--- src/rtl/multdiv_issue.sv ---
// Issue/writeback sequencer wrapped around the iterative multiplier/divider.
// It accepts one mult/div instruction, sends a single start pulse, and stalls
// the pipeline until the unit is ready or the timeout expires. It then
// presents one writeback cycle, which goes to the status register on exception.
module multdiv_issue #(
    parameter int unsigned TIMEOUT_CYCLES = 64,
    parameter logic [4:0]  STATUS_REG     = 5'd30,
    parameter logic [31:0] MULT_EXC_CODE  = 32'd4,
    parameter logic [31:0] DIV_EXC_CODE   = 32'd5
) (
    input  logic        clock,
    input  logic        reset,
    input  logic        issue_valid,
    input  logic        issue_is_mult,
    input  logic        issue_is_div,
    input  logic [31:0] issue_opA,
    input  logic [31:0] issue_opB,
    input  logic [4:0]  issue_rd,
    input  logic        flush,
    output logic [31:0] data_operandA,
    output logic [31:0] data_operandB,
    output logic        ctrl_MULT,
    output logic        ctrl_DIV,
    input  logic [31:0] data_result,
    input  logic        data_exception,
    input  logic        data_resultRDY,
    output logic        stall,
    output logic        wb_valid,
    output logic [4:0]  wb_rd,
    output logic [31:0] wb_data,
    output logic        illegal
);

    localparam int unsigned CW = $clog2(TIMEOUT_CYCLES + 1);

    typedef enum logic [1:0] {IDLE, START, BUSY, DONE} state_t;

    state_t        state;
    state_t        state_next;
    logic          accept;
    logic          timed_out;
    logic [CW-1:0] count;
    logic          op_mult;
    logic [4:0]    rd_q;
    logic [31:0]   result_q;
    logic          exc_q;

    assign timed_out = (count == CW'(TIMEOUT_CYCLES - 1));

    // State register; reset and flush both return to IDLE.
    always_ff @(posedge clock) begin
        if (!reset) state <= IDLE;
        else        state <= state_next;
    end

    // Next-state selection and the outputs derived from the current state.
    // The ready flag is ignored in START because the unit may still be holding
    // a stale ready from the previous operation.
    always_comb begin
        state_next = state;
        accept     = 1'b0;
        ctrl_MULT  = 1'b0;
        ctrl_DIV   = 1'b0;
        stall      = 1'b0;
        wb_valid   = 1'b0;
        wb_rd      = '0;
        wb_data    = '0;
        case (state)
            IDLE: begin
                if (issue_valid && (issue_is_mult ^ issue_is_div) && !flush) begin
                    accept     = 1'b1;
                    stall      = 1'b1;
                    state_next = START;
                end
            end
            START: begin
                ctrl_MULT  = op_mult;
                ctrl_DIV   = !op_mult;
                stall      = 1'b1;
                state_next = flush ? IDLE : BUSY;
            end
            BUSY: begin
                stall = 1'b1;
                if (flush)                            state_next = IDLE;
                else if (data_resultRDY || timed_out) state_next = DONE;
            end
            DONE: begin
                wb_valid   = 1'b1;
                wb_rd      = exc_q ? STATUS_REG : rd_q;
                wb_data    = exc_q ? (op_mult ? MULT_EXC_CODE : DIV_EXC_CODE) : result_q;
                state_next = IDLE;
            end
            default: state_next = IDLE;
        endcase
    end

    // Operand/rd latches, timeout counter, result capture and illegal-issue flag.
    always_ff @(posedge clock) begin
        if (!reset) begin
            data_operandA <= '0;
            data_operandB <= '0;
            rd_q          <= '0;
            op_mult       <= 1'b0;
            count         <= '0;
            result_q      <= '0;
            exc_q         <= 1'b0;
            illegal       <= 1'b0;
        end else begin
            illegal <= issue_valid && issue_is_mult && issue_is_div;
            if (accept) begin
                data_operandA <= issue_opA;
                data_operandB <= issue_opB;
                rd_q          <= issue_rd;
                op_mult       <= issue_is_mult;
            end
            if (state == BUSY && state_next == BUSY) count <= count + 1'b1;
            else                                     count <= '0;
            // A timeout completion is recorded as an exception. RDY takes
            // precedence when it arrives in the final allowed cycle.
            if (state == BUSY && state_next == DONE) begin
                result_q <= data_result;
                exc_q    <= !data_resultRDY || data_exception;
            end
        end
    end

endmodule

--- config.mk ---
export PLATFORM = sky130hd
export DESIGN_NAME = multdiv_issue
export DESIGN_NICKNAME = d
export VERILOG_FILES = /design/src/rtl/multdiv_issue.sv
export SDC_FILE = /design/constraint.sdc
export NUM_CORES = 1
export LEC_CHECK = 0
export ABC_CLOCK_PERIOD_IN_PS = 2900
export BUFFER_PORTS_ARGS = -buffer_cell sky130_fd_sc_hd__clkbuf_2
export CAP_MARGIN = 20
export CELL_PAD_IN_SITES_DETAIL_PLACEMENT = 1
export CELL_PAD_IN_SITES_GLOBAL_PLACEMENT = 1
export CORE_MARGIN = 2
export CORE_UTILIZATION = 30
export CTS_CLUSTER_SIZE = 10
export DETAILED_ROUTE_END_ITERATION = 10
export PLACE_DENSITY = 0.8
export SLEW_MARGIN = 15
export SYNTH_ARGS = -nofsm -noshare
export SYNTH_HDL_FRONTEND = slang
export SYNTH_SLANG_ARGS = --single-unit
--- constraint.sdc ---
create_clock -name clock -period 2.9 [get_ports clock]
set_clock_uncertainty 0.2 [all_clocks]
set_input_delay 0.58 -clock clock [delete_from_list [all_inputs] [get_ports clock]]
set_output_delay 0.58 -clock clock [all_outputs]
set_load 0.01 [all_outputs]
==> results.cfg <==
[drt]
dr.pass1.iters = 4
wirelength_mm = 13.80
drt_iter0_markers = 119
viasPerCell = 4.618
ant_nets = 0
route.vias.total = 4415
wl_per_cell_um = 14.43
drc = 0

[power_and_ir_drop]
clkPwrFrac = 0.529
switching_share = 0.2305
power_uw = 4045
p_int_uw = 3113
power_leakage_uw = 0.002811
p_sw_uw = 932.6
combPwrFrac = 0.072
seqPwrFrac = 0.399
peakVddDrop_mv = 0.3354
p_per_area_nw_per_um2 = 635.3

[logic_synthesis]
ys_ff_latch = 113
async_flop_share = 0
synth_fp_nets = 670
seq_area_frac_synth = 0.4982
syn_area_per_cell_um2 = 8.181
synth_common_cells = nand2_1, dfxtp_1, a21oi_1, and2_1, clkbuf_1
synthCells = 555
synthTopCellsByArea = dfxtp_1, nand2_1, a21oi_1
yosysWarningCount = 0
synth-edff-count = 0
synth_area_leader_cell = dfxtp_1
yosysTopAreaCellShare = 0.4982
synth_top_flop_cell = dfxtp_1
yosys.cell_types.count = 30
syn-cell-area_um2 = 4541
synth_most_common_cell = nand2_1

[floorplanning]
die_h_um = 127.0
fp.dieW_um = 127.0
rows = 44
die_area_um2 = 16140
io-pin-count = 215
core_area_um2 = 14640
floorplan.initialDensity = 0.3101

[timing]
slew_viol_final = 0
period_minus_slack_ns = 2.514
tns_ns = 0
tightest_slew_ns = 0.5015
worst_slack_ns = 0.3857
max_freq_mhz = 397.7
period_share = 0.8670
setup_viol = 0
relSlewSlack = 0.6657
hold_viol_final = 0
rsz0062_at_grt = no

[layout]
area_growth_pct = 40.23
antennaDiodeCount = 0
nets = 874
fillCellCount = 1842
drive_above_1_share = 0.3368

[clocking]
post_cts_resized = 0
postCtsSetupRepairBufs = 0
cts_buffers = 17
clock-sinks = 113
clkTransAtPathRegs_ns = 0.06
tritoncts = built
cts_root_buf = clkbuf_16
cts_buffer_depth = 2
htree_levels = 4
cts_hold_buffers = 0
clkLatencyLatePin_ns = 0.40

[critical_path]
cp_data_required_time_ns = 2.12
slowest_stage = dfxtp_1
end_kind = output pin
slowest_delay_ns = 0.41
r2r_start = state[0]$_SDFF_PN0_
r2r_end = result_q[13]$_SDFFE_PN0P_
reg2regPathDepth = 8
cp_cell_sequence = ha_1, nor2b_1, buf_4, and2_1, clkbuf_2
start_kind = register
path_class = register to output pin
crit_fanout = 31
worst_ep_arrival_time_ns = 1.73
reg2reg_slack_ns = 0.40

[grt]
grt_pass1_wl_mm = 22.14
antenna_found_initial = 0
overflow = 0
grt_max_degree = 72
grt_pass1_vias = 4434
grt.total_usage = 0.1733

[run]
cap_violations = 0

[status]
status = finished clean

[min_path]
worstHoldEndpoint = data_operandA[15]$_SDFFE_PN0P_
min_path_cells = 3
hold_path_class = primary input to register
hp-start = issue_opA[15]

[placement]
hpwlAfterDp_mm = 9.901
dp_slack_ns = 0.4313
io_buffers = 214
place.gp.congestion = 0.7794
[kinds of logic after synthesis]
logic type / count (synthesis) / share of synthesized area
AOI/OAI and AO/OA: 87 / 0.1053
xor gates and xnor gates: 6 / 0.01157
adders and majority gates: 6 / 0.01653
buffers and inverters: 45 / 0.04960
DFF: 113 / 0.4982
muxes: 33 / 0.07275
and+or+nand+nor: 265 / 0.2461
[routing by layer]
layer | track usage | routed length (um) | up-vias | share of wire
met2 | 0.2840 | 6347 | 171 | 0.46
li1 | - | - | 2199 | -
met4 | 0.06464 | 188 | 0 | 0.014
met1 | 0.2005 | 5838 | 2029 | 0.42
met5 | 0 | 0 | - | 0
met3 | 0.07705 | 1425 | 16 | 0.10
[power groups by stage]
stage	clock, uW	combinational, uW	sequential [uW]
detailed placement	0	295	1650
global route	2280	327	1620
CTS	2190	297	1620
finish	2140	291	1620
floorplan	0	124	1660
global placement	0	292	1650
[worst max-delay path, delay by kind of cell, from the launching register on]
family	cells	cell delay (ns)
adders and majority gates	1	0.19
buffers and inverters	2	0.41
DFF	1	0.41
and+or+nand+nor	2	0.32
[how the worst max path moves through the flow]
stage | from | to
5_1_grt | state[1]$_SDFF_PN0_ | result_q[24]$_SDFFE_PN0P_
3_5_place_dp | state[0]$_SDFF_PN0_ | result_q[13]$_SDFFE_PN0P_
6_report | state[1]$_SDFF_PN0_ | wb_data[21]
2_1_floorplan | issue_is_div | stall
3_3_place_gp | state[0]$_SDFF_PN0_ | result_q[20]$_SDFFE_PN0P_
4_1_cts | state[1]$_SDFF_PN0_ | wb_data[28]
[cell type report]
class | instances | area, um^2 | share of cell area
Timing Repair Buffer | 223 | 1176 | 0.1847
Clock buffer | 19 | 452.9 | 0.07113
Inverter | 7 | 26.28 | 0.004127
Clock inverter | 13 | 161.4 | 0.02535
Tap cell | 184 | 230.2 | 0.03616
Sequential cell | 113 | 2262 | 0.3553
Multi-Input combinational cell | 397 | 2058 | 0.3232
[through the flow]
stage	utilization	area [um^2]	instances	hold slack (ns)
2_1_floorplan	-	4541	555	0.2179
3_3_place_gp	0.3929	5753	924	0.2341
3_5_place_dp	0.3929	5753	924	0.2450
4_1_cts	0.4348	6367	956	0.1697
5_1_grt	0.4348	6367	956	0.1712
6_report	0.4348	6367	956	0.1902
[placed cells by master, fill, tap and decap left out, types with 2 or more instances in the layout]
cell type	instances
buf_12	3
buf_4	6
nand3_1	4
a21oi_1	72
bufinv_16	3
o21a_1	5
clkbuf_2	214
o211ai_1	2
nand2b_1	2
xor2_1	2
xnor2_1	4
nor2_1	12
inv_1	6
ha_1	6
nand2_1	205
clkinv_2	3
dfxtp_1	113
clkinvlp_4	4
clkbuf_8	2
a2bb2oi_1	2
clkbuf_16	17
and2_1	34
mux2i_1	33
clkinv_4	3
nor2b_1	2
[flip-flops by register name (all words and copies together), names as in the netlist]
signal,cells
count,7
data_operandB,32
result_q,32
data_operandA,32
rd_q,5
state,2
illegal,1
op_mult,1
exc_q,1
Power figures use the tool's default switching activity.
